**src/rtl/product_seg_writer.sv**
```systemverilog
// Writer side of the per-digit seven-segment registers: converts a 16-bit product
// to BCD by sequential double-dabble, then strobes one encoded digit per cycle, units first.
module product_seg_writer #(
   parameter int unsigned NUM_DIGITS = 5,
   parameter bit          BLANK_LZ   = 1'b1
) (
   input  logic        clk,
   input  logic        rst,
   input  logic        start,
   input  logic [15:0] product,
   output logic        busy,
   output logic [6:0]  seg,
   output logic [2:0]  seg_mux_sel,
   output logic        done,
   output logic        finish
);

   typedef enum logic [2:0] {
      IDLE,
      CONVERT,
      WRITE,
      FINISH,
      RELEASE
   } state_t;

   localparam logic [2:0] LAST_IDX = 3'(NUM_DIGITS - 1);

   state_t      state, state_nxt;
   logic [15:0] shift_q, shift_nxt;
   logic [19:0] bcd_q, bcd_nxt, bcd_adj;
   logic [3:0]  bit_cnt, bit_cnt_nxt;
   logic [2:0]  idx, idx_nxt;
   logic        busy_nxt, done_nxt, finish_nxt;
   logic [6:0]  seg_nxt;
   logic [2:0]  sel_nxt;
   logic [3:0]  digit;
   logic        upper_zero;
   logic        blank;

   function automatic logic [6:0] encode(input logic [3:0] d);
      case (d)
         4'd0:    encode = 7'b0000001;
         4'd1:    encode = 7'b1001111;
         4'd2:    encode = 7'b0010010;
         4'd3:    encode = 7'b0000110;
         4'd4:    encode = 7'b1001100;
         4'd5:    encode = 7'b0100100;
         4'd6:    encode = 7'b0100000;
         4'd7:    encode = 7'b0001111;
         4'd8:    encode = 7'b0000000;
         4'd9:    encode = 7'b0000100;
         default: encode = 7'b1111111;
      endcase
   endfunction

   // Add-3 correction on every nibble in parallel, before the shift
   always_comb begin
      bcd_adj = bcd_q;
      for (int unsigned i = 0; i < 5; i++) begin
         if (bcd_q[4*i +: 4] >= 4'd5)
            bcd_adj[4*i +: 4] = bcd_q[4*i +: 4] + 4'd3;
      end
   end

   // Digit select plus "this and all higher digits are zero" for blanking
   always_comb begin
      digit      = bcd_q[3:0];
      upper_zero = 1'b0;
      case (idx)
         3'd1: begin
            digit      = bcd_q[7:4];
            upper_zero = (bcd_q[19:4] == '0);
         end
         3'd2: begin
            digit      = bcd_q[11:8];
            upper_zero = (bcd_q[19:8] == '0);
         end
         3'd3: begin
            digit      = bcd_q[15:12];
            upper_zero = (bcd_q[19:12] == '0);
         end
         3'd4: begin
            digit      = bcd_q[19:16];
            upper_zero = (bcd_q[19:16] == '0);
         end
         default: begin
            digit      = bcd_q[3:0];
            upper_zero = 1'b0;
         end
      endcase
      blank = BLANK_LZ && upper_zero;
   end

   always_comb begin
      state_nxt   = state;
      shift_nxt   = shift_q;
      bcd_nxt     = bcd_q;
      bit_cnt_nxt = bit_cnt;
      idx_nxt     = idx;
      busy_nxt    = busy;
      seg_nxt     = seg;
      sel_nxt     = seg_mux_sel;
      done_nxt    = 1'b0;
      finish_nxt  = 1'b0;
      case (state)
         IDLE: begin
            if (start) begin
               shift_nxt   = product;
               bcd_nxt     = '0;
               bit_cnt_nxt = '0;
               idx_nxt     = '0;
               busy_nxt    = 1'b1;
               state_nxt   = CONVERT;
            end
         end
         CONVERT: begin
            bcd_nxt     = {bcd_adj[18:0], shift_q[15]};
            shift_nxt   = {shift_q[14:0], 1'b0};
            bit_cnt_nxt = bit_cnt + 4'd1;
            if (bit_cnt == 4'd15) begin
               idx_nxt   = '0;
               state_nxt = WRITE;
            end
         end
         WRITE: begin
            done_nxt = 1'b1;
            sel_nxt  = idx;
            seg_nxt  = blank ? '1 : encode(digit);
            idx_nxt  = idx + 3'd1;
            if (idx == LAST_IDX)
               state_nxt = FINISH;
         end
         FINISH: begin
            finish_nxt = 1'b1;
            state_nxt  = RELEASE;
         end
         RELEASE: begin
            busy_nxt  = 1'b0;
            state_nxt = IDLE;
         end
         default: state_nxt = IDLE;
      endcase
   end

   always_ff @(posedge clk or negedge rst) begin
      if (!rst) begin
         state       <= IDLE;
         shift_q     <= '0;
         bcd_q       <= '0;
         bit_cnt     <= '0;
         idx         <= '0;
         busy        <= 1'b0;
         seg         <= '1;
         seg_mux_sel <= '0;
         done        <= 1'b0;
         finish      <= 1'b0;
      end else begin
         state       <= state_nxt;
         shift_q     <= shift_nxt;
         bcd_q       <= bcd_nxt;
         bit_cnt     <= bit_cnt_nxt;
         idx         <= idx_nxt;
         busy        <= busy_nxt;
         seg         <= seg_nxt;
         seg_mux_sel <= sel_nxt;
         done        <= done_nxt;
         finish      <= finish_nxt;
      end
   end

endmodule

```
**config.mk**
```make
export PLATFORM = sky130hd
export DESIGN_NAME = product_seg_writer
export DESIGN_NICKNAME = d
export VERILOG_FILES = /design/src/rtl/product_seg_writer.sv
export SDC_FILE = /design/constraint.sdc
export NUM_CORES = 1
export LEC_CHECK = 0
export ABC_AREA = 1
export BUFFER_PORTS_ARGS = -buffer_cell sky130_fd_sc_hd__buf_2
export CORE_MARGIN = 2
export CORE_UTILIZATION = 30
export CTS_CLUSTER_DIAMETER = 120
export CTS_CLUSTER_SIZE = 20
export DETAILED_ROUTE_END_ITERATION = 7
export GPL_ROUTABILITY_DRIVEN = 0
export PLACE_DENSITY_LB_ADDON = 0.2
export SLEW_MARGIN = 10
export SYNTH_ARGS = -nofsm -noshare
export SYNTH_HDL_FRONTEND = slang
export SYNTH_SLANG_ARGS = --single-unit
export TNS_END_PERCENT = 20
```
**constraint.sdc**
```tcl
create_clock -name clk -period 6 [get_ports clk]
set_clock_uncertainty 0.15 [all_clocks]
set_input_delay 0.9 -clock clk [delete_from_list [all_inputs] [get_ports clk]]
set_output_delay 0.9 -clock clk [all_outputs]
set_load 0.01 [all_outputs]
```
# Word-level counts from Yosys, hierarchy flattened
# Memory sizes are Yosys's and may differ from the RTL's.
# Cells that the tools add are included.
# W data, S select, Z words.
[totals] regBits=59 mem_bits_ro=112 in_bits=19 out_inout_bits=13 word_cells=72 n_memories=1
[mem_list] memory="(no name shown)" words=16 word_bits=7 rd=1 rd_clocked_by_memory_dff=0 wr=0 line_no="41" text="case (d)"
[op_classes] add_sub_neg=7 n_lt_le_gt_ge=5 n_eq_ne=12 n_mux=25 reduce_logical=12
[ops] op="$pmux W20 S2" n=1
[ops] op="$pmux W16 S2" n=1
[ops] op="$ge A4 B3 Y1 const B" n=5
[ops] op="$mux W20" n=1
[ops] op="$mux W4" n=5
[ops] op="$mux W3" n=6
[ops] op="$add A4 B2 Y4 const B" n=4
[ops] op="$logic_not A16 Y1" n=1
[ops] op="$mux W16" n=1
[ops] op="$pmux W4 S4" n=1
[ops] op="$eq A3 B2 Y1 const B" n=4
[ops] op="$logic_not A12 Y1" n=1
[ops] op="$pmux W3 S4" n=1
[ops] op="$pmux W3 S3" n=1
[ops] op="$logic_not A8 Y1" n=1
[ops] op="$pmux W4 S2" n=1
[ops] op="$mux W7" n=1
[ops] op="$eq A3 B1 Y1 const B" n=2
[ops] op="$eq A3 B3 Y1 const B" n=2
[ops] op="$ne A2 B2 Y1 const B" n=3
[ops] op="$reduce_and A3 Y1" n=2
[ops] op="$add A4 B1 Y4 const B" n=1
[ops] op="$eq A4 B4 Y1 const B" n=1
[ops] op="$logic_not A4 Y1" n=1
[ops] op="9 further kinds" n=13

# Logic depth before layout (Yosys ltp)
# Gate-level depths: netlist of the first run.
# An unclocked memory read counts as a cell.
[depth] word_depth=4 ltp_mapped=16 depth_no_buf=16

# Worst setup path after synthesis of the first run
# OpenSTA, ideal clock, no wires.
[synth_timing] kind="reg-to-reg" from="register idx[0]" to="register seg[0]" setup_ns=0.077 arrival_ns=1.812 required_ns=5.773 slack_ns=3.961 stages_incl_launch_ff=14 n_path_buf=0 period_less_slack_ns=2.039 path_cell_list="dfrtp_1 ha_1 ha_1 nand2_1 nand2_1 nor2_1 nand2_1 nand2_1 inv_1 ha_1 o21ai_2 nor2_1 nor2_1 nand2_1"
[synth_via] elab_chain_cells=4 word_cells_on_any_way=8 cone_classes="eq/ne: 4; mux: 3; memory: 1"
[synth_lines] element="start: declaration" line_no="32" text="logic [2:0] idx, idx_nxt;"
[synth_lines] element="start signal: assignment" line_no="162" text="idx <= idx_nxt;"
[synth_lines] element="$eq A3 B3 Y1 (tied with other cells)" line_no="69" text="case (idx)"
[synth_lines] element="$pmux W4 S4" line_no="69"
[synth_lines] element="$mem_v2 Z16 W7"
[synth_lines] element="$mux W7 *" line_no="128" text="seg_nxt = blank ? '1 : encode(digit);"
[synth_lines] element="end signal: assignment" line_no="164" text="seg <= seg_nxt;"
[synth_lines] element="end: declaration" line_no="12" text="output logic [6:0] seg,"
# Every way passes the cells marked *; elsewhere a longest branch is shown, timed or not.
# A chain may end at the register's enable or synchronous reset.

# Worst setup path after layout of the first run
[layout_timing] from="register state[1]" to="register bcd_q[10]"
[layout_via] elab_chain_cells=3 word_cells_on_any_way=6 cone_classes="eq/ne: 2; mux: 1; reduce/logical: 3"
[layout_lines] element="start: declaration" line_no="28" text="state_t state, state_nxt;"
[layout_lines] element="start signal: assignment" line_no="158" text="state <= state_nxt;"
[layout_lines] element="$eq A3 B1 Y1 / $logic_not A3 Y1 (equally long branches)" line_no="105" text="case (state)"
[layout_lines] element="$reduce_bool A2 Y1 (no source line) / $ne A2 B2 Y1 (equally long branches)"
[layout_lines] element="$reduce_and A2 Y1 (no source line)"
[layout_lines] element="end signal: assignment" line_no="160" text="bcd_q <= bcd_nxt;"
[layout_lines] element="end: declaration" line_no="30" text="logic [19:0] bcd_q, bcd_nxt, bcd_adj;"
# Parallel ways exist; a longest one is shown, timed or not.

==> impl_metrics.json, run 1 <==
{
  "nets": 488,
  "grt_pass1_vias": 2779,
  "num_rows": 38,
  "p_per_area_nw_per_um2": 590,
  "dieArea_um2": 12200,
  "multiInputGateArea_um2": 1680,
  "slew_violations": 0,
  "dpl_cell_area_um2": 3690,
  "path_max_fanout": 30,
  "die_w_um": 111,
  "synth.avg_cell_area_um2": 8.30,
  "hp-class": "flip-flop to flip-flop",
  "yosysUniqueCellTypes": 38,
  "power_uw": 2340,
  "clkTransAtPathRegs_ns": 0.06,
  "period_needed_ns": 2.48,
  "synthFlopType": "dfrtp_1",
  "synth_area_um2": 3410,
  "synth-edff-count": 0,
  "initial_core_util_pct": 31.1,
  "drt.antenna.violating_nets": 0,
  "antenna_found_initial": 0,
  "peakVddDrop_mv": 0.214,
  "ff_latch_area_um2": 1490,
  "grt_setup_unrepaired": "no",
  "arrival_ns": 2.52,
  "wl_um": 7580,
  "startpoint_type": "flip-flop",
  "ios": 32,
  "vias": 2765,
  "cp_slowest_cell": "nand3_2",
  "numClockSinks": 59,
  "period_share_pct": 41.4,
  "nFillCells": 1137,
  "dr.pass1.iters": 5,
  "yosys.area.top_type": "dfrtp_1",
  "path_cells": "inv_2 -> nand3_2 -> inv_2 -> nor2_4 -> inv_2 -> o21ai_0",
  "grt_first_pass_wirelength_um": 13100,
  "design_area_um2": 3970,
  "max-slew-margin-rel_pct": 48.1,
  "hold_viol_final": 0,
  "h-tree-depth": 3,
  "required_ns": 6.04,
  "antenna_cells": 0,
  "syn_to_final_growth_pct": 16.5,
  "synth_top_area_share_pct": 38.2,
  "die_h_um": 111,
  "max_stage_delay_ns": 0.47,
  "crit_top_cell": "inv_2",
  "drcViolationCount": 0,
  "crit_type": "flip-flop to flip-flop",
  "wire_per_inst_um": 12.9,
  "drv_cap": 0,
  "dpl.hpwl_um": 5400,
  "drt_iter0_markers": 124,
  "timing.setup.tns_ns": 0,
  "cts_resized": 0,
  "max_freq_mhz": 403,
  "outcome": "finished, final reports clean",
  "end_kind": "flip-flop",
  "yosysSeqAreaShare_pct": 43.5,
  "post-cts-setup-buffers": 0,
  "grt_overflow": 0,
  "final_cells": 589,
  "syn_inst": 411,
  "synthesis.nets": 455,
  "cts_hold_buf": 0,
  "setup_viol": 0,
  "p_leak_uw": 0.00193,
  "dp_cells": 573,
  "max_slew.worst_pin.slew_ns": 0.778,
  "drive_above_1_share_pct": 19.6,
  "cts_tree": "yes",
  "vias_per_cell": 4.69,
  "grtUsageTotal_pct": 13.1,
  "port-buffer-count": 31,
  "cts_root_buf": "clkbuf_16",
  "numCtsBuffers": 9,
  "synth.area.top_cells": "dfrtp_1 38%, ha_1 9.2%, nor2_1 7.6%",
  "clk_latency_ns": 0.33,
  "core_area_um2": 11000,
  "synthArstFlopShare_pct": 100,
  "ys_warn_count": 0,
  "grt_start_max_net_pins": 60,
  "clockBufferDepth": 2,
  "synth_seq_cells": 59
}
[cells by family after synthesis]
group	Yosys count	share of synthesized area [%]
and+or+nand+nor	183	24.8
AOI/OAI and AO/OA	81	14.7
buffers and inverters	61	7.26
DFF	59	43.5
adders and majority gates	25	9.17
xor gates and xnor gates	2	0.514
[cell usage after synthesis (3+ instances only)]
| cell | n |
|---|---|
| a32o_1 | 3 |
| nand3_1 | 22 |
| nand2_2 | 7 |
| buf_2 | 6 |
| nor2_4 | 4 |
| nand2_4 | 4 |
| dfrtp_1 | 52 |
| ha_1 | 25 |
| dfstp_2 | 7 |
| nand2_1 | 66 |
| inv_2 | 8 |
| a21oi_1 | 7 |
| o21ai_1 | 5 |
| o21ai_0 | 29 |
| nor2_1 | 69 |
| o22ai_1 | 23 |
| nand3_2 | 3 |
| inv_1 | 43 |
[registers in the layout (all words and copies together), names as in the netlist]
signal	count
bcd_q	20
shift_q	16
finish	1
state	3
busy	1
done	1
seg	7
seg_mux_sel	3
idx	3
bit_cnt	4
[layer usage]
layer / track usage, % / part of all wire, % / vias up
li1: - / - / 1423
met1: 16.1 / 47 / 1289
met2: 21.7 / 47 / 45
met3: 4.77 / 4.9 / 8
met4: 3.92 / 1.2 / 0
met5: 0 / 0 / -
[worst max-delay path, delay by kind of cell (launching register included)]
family / cells / cell delay, ns
AOI/OAI and AO/OA: 1 / 0.15
and+or+nand+nor: 2 / 0.60
DFF: 1 / 0.39
buffers and inverters: 3 / 1.01
[cells in the final DEF, fill, tap and decap left out, types with 5 or more instances in the layout]
cell type / synthesis / layout
nand3_1: 22 / 22
o21ai_0: 29 / 29
o22ai_1: 23 / 23
inv_2: 8 / 8
inv_1: 43 / 43
nor2_1: 69 / 69
o21ai_1: 5 / 5
nand2_1: 66 / 66
buf_2: 6 / 31
dfrtp_1: 52 / 52
nand2_2: 7 / 7
a21oi_1: 7 / 7
clkbuf_16: 0 / 9
ha_1: 25 / 25
dfstp_2: 7 / 7
[where the power goes]
group	internal [uW]	total [uW]	switching (uW)	leakage, uW
combinational	399	1160	761	0.00107
clock	292	482	190	0.000132
sequential	583	700	117	0.000725
total	1270	2340	1070	0.00193
[metrics by stage]
step	util [%]	setup WS [ns]	hold slack, ns
global placement	33.6	3.51	0.313
detailed placement	33.6	3.49	0.318
finish	36.2	3.52	0.317
floorplan	-	3.96	0.294
global route	36.2	3.25	0.349
CTS	36.2	3.48	0.326
[final timing paths]
path,startpoint,endpoint,slack (ns),cells after the start
setup / recovery,state[1]$_DFFE_PN0P_,bcd_q[10]$_DFFE_PN0P_,3.52,6
hold / removal,bit_cnt[3]$_DFFE_PN0P_,bit_cnt[3]$_DFFE_PN0P_,0.32,1
setup reg to reg,state[1]$_DFFE_PN0P_,bcd_q[10]$_DFFE_PN0P_,3.52,6
hold reg to reg,bit_cnt[3]$_DFFE_PN0P_,bit_cnt[3]$_DFFE_PN0P_,0.32,1
max in group asynchronous,rst,seg_mux_sel[2]$_DFFE_PN0P_,4.60,2
min in group asynchronous,rst,shift_q[14]$_DFFE_PN0P_,0.57,2
[layout make-up]
cell class	instances	share of cell area (%)
Multi-Input combinational cell	291	42.2
Sequential cell	59	37.4
Clock buffer	11	6.11
Inverter	51	4.82
Tap cell	140	4.41
Timing Repair Buffer	32	4.09
Clock inverter	5	0.945
No activity file was read; power rests on OpenSTA's default activity.
==> run 2, diff against run 1 <==
- clock period: 6 -> 2.2 ns (I/O delays scaled with it)
==> run 2 against run 1 <==
Against the previous run:
- clock-buffer cell count increased by 2
- total power increased to 3.0 times the previous value
- hold slack worse by 0.22 ns
- largest cell class unchanged
- highest routed layer unchanged
==> impl_metrics.json, run 2 (same netlist as run 1, synthesis figures left out) <==
{
  "h-tree-depth": 3,
  "hp-start": "product[0]",
  "vias": 2858,
  "die_h_um": 111,
  "wire_per_inst_um": 13.2,
  "largest_reg_flops": 20,
  "end_kind": "flip-flop",
  "drive_above_1_share_pct": 27.7,
  "most-common-layout-cells": "66 x nor2_1, 59 x nand2_1, 50 x dfrtp_1, 37 x inv_1, 31 x buf_2",
  "grtUsageTotal_pct": 14.0,
  "hold_path_end": "shift_q[0]$_DFFE_PN0P_",
  "max_freq_mhz": 464,
  "whs_ns": 0.0930,
  "drt.antenna.violating_nets": 0,
  "clk_latency_ns": 0.33,
  "design_area_um2": 4260,
  "grt_first_pass_wirelength_um": 13800,
  "slew_violations": 0,
  "dpl_cell_area_um2": 3760,
  "outcome": "finished, final reports clean",
  "drt_iter0_markers": 112,
  "regToRegStartpoint": "idx[0]$_DFFE_PN0P_",
  "antenna_found_initial": 0,
  "period_share_pct": 98.1,
  "grt_overflow": 0,
  "dpl.hpwl_um": 5670,
  "clockBufferDepth": 2,
  "hold_viol_final": 0,
  "fin_ws_ns": 0.0428,
  "initial_core_util_pct": 31.1,
  "dr.pass1.iters": 4,
  "drcViolationCount": 0,
  "multiInputGateArea_um2": 1780,
  "crit_type": "flip-flop to flip-flop",
  "holdPathStages": 2,
  "cts_root_buf": "clkbuf_16",
  "rr_endpoint": "seg[6]$_DFFE_PN1P_",
  "arrival_ns": 2.27,
  "syn_to_final_growth_pct": 24.9,
  "peakVddDrop_mv": 0.778,
  "grt_pass1_vias": 2854,
  "ff_latch_area_um2": 1490,
  "ios": 32,
  "numClockSinks": 59,
  "ff2ff_path_depth": 12,
  "num_rows": 38,
  "clkTransAtPathRegs_ns": 0.05,
  "max_slew.worst_pin.slew_ns": 0.631,
  "period_needed_ns": 2.16,
  "vias_per_cell": 4.72,
  "final_common_cell": "nor2_1",
  "grt_setup_unrepaired": "yes",
  "post-route-util_pct": 38.8,
  "wl_um": 7980,
  "rrSetupSlack_ns": 0.04,
  "die_w_um": 111,
  "antenna_cells": 0,
  "hp-class": "input port to flip-flop",
  "nFillCells": 1126,
  "startpoint_type": "flip-flop",
  "dieArea_um2": 12200,
  "path_max_fanout": 7,
  "dp_worst_setup_slack_ns": -0.0131,
  "core_area_um2": 11000,
  "required_ns": 2.31,
  "setup_viol": 0,
  "regMostFlops": "bcd_q",
  "cts_tree": "yes",
  "port-buffer-count": 31,
  "p_leak_uw": 0.00203,
  "numCtsBuffers": 9,
  "drv_cap": 0,
  "nets": 505,
  "reg_top3": "bcd_q (20), shift_q (16), seg (7)",
  "grt_start_max_net_pins": 31,
  "p_per_area_nw_per_um2": 1660,
  "max-slew-margin-rel_pct": 57.9
}
==> run 2: cell count changes in the layout (fill, tap and decap cells not counted), moves of 3 or more <==
cell / change
inv_1: -6
nor2_1: -3
ha_1: -7
nand2_2: +5
ha_4: +5
nand2_1: -7
nor2_2: +3
buf_4: +15
inv_4: +4
==> run 2: per-layer routing <==
| metal | vias to the layer above | part of all wire, % | track usage (%) | wire, um |
|---|---|---|---|---|
| li1 | 1453 | - | - | - |
| met3 | 12 | 5.2 | 4.39 | 412 |
| met2 | 56 | 47 | 23.1 | 3770 |
| met1 | 1337 | 46 | 17.2 | 3640 |
| met5 | - | 0 | 0 | 0 |
| met4 | 0 | 1.9 | 4.58 | 155 |
==> run 2: critical path, cell delays in order, from the launching register on <==
cell,delay [ns]
dfrtp_2,0.47
ha_4,0.18
buf_4,0.13
o21ai_4,0.20
nand2_4,0.12
nand2_4,0.08
nand2_4,0.07
buf_4,0.13
ha_1,0.20
o21ai_2,0.14
nor2_2,0.06
nor2_1,0.09
nand2_1,0.06
==> run 2: cell type report <==
class	instances	share of cell area (%)
clock buffer	13	6.11
clock inverter	3	1.09
inverter	51	4.73
multi-input combinational	291	41.9
sequential	59	34.9
tap	140	4.11
timing repair buffer	49	7.17
==> run 2: worst max-delay path by stage <==
stage	start	end	cells after the start
after floorplan	idx[0]$_DFFE_PN0P_	seg[0]$_DFFE_PN1P_	13
after CTS	idx[0]$_DFFE_PN0P_	seg[3]$_DFFE_PN1P_	14
after global routing	idx[0]$_DFFE_PN0P_	seg[6]$_DFFE_PN1P_	14
after global placement	idx[0]$_DFFE_PN0P_	seg[3]$_DFFE_PN1P_	11
final	idx[0]$_DFFE_PN0P_	seg[6]$_DFFE_PN1P_	12
after detailed placement	idx[0]$_DFFE_PN0P_	seg[1]$_DFFE_PN1P_	13
==> run 2: power breakdown <==
part           leakage [uW]  internal (uW)  switching, uW  total (uW)
Clock              0.000146            941            516        1460
Combinational       0.00116           1400           2290        3690
Sequential         0.000723           1590            341        1940
Total               0.00203           3940           3140        7080
==> run 2: what timing repair did <==
action	4_1_cts	5_1_grt
cloned	0	0
setup endpoints to repair	4	6
setup buffers	0	8
pin swaps	1	18
hold buffers	1	0
endpoints found under the hold margin	20	0
resized for setup	2	36
==> run 2: stage by stage <==
step | power [uW] | setup TNS [ns] | cells
finish | 7080 | 0 | 606
global route | 7750 | -0.159 | 606
CTS | 6730 | 0 | 598
detailed placement | 5230 | -0.0173 | 581
global placement | 5160 | 0 | 581
floorplan | 4400 | 0 | 411
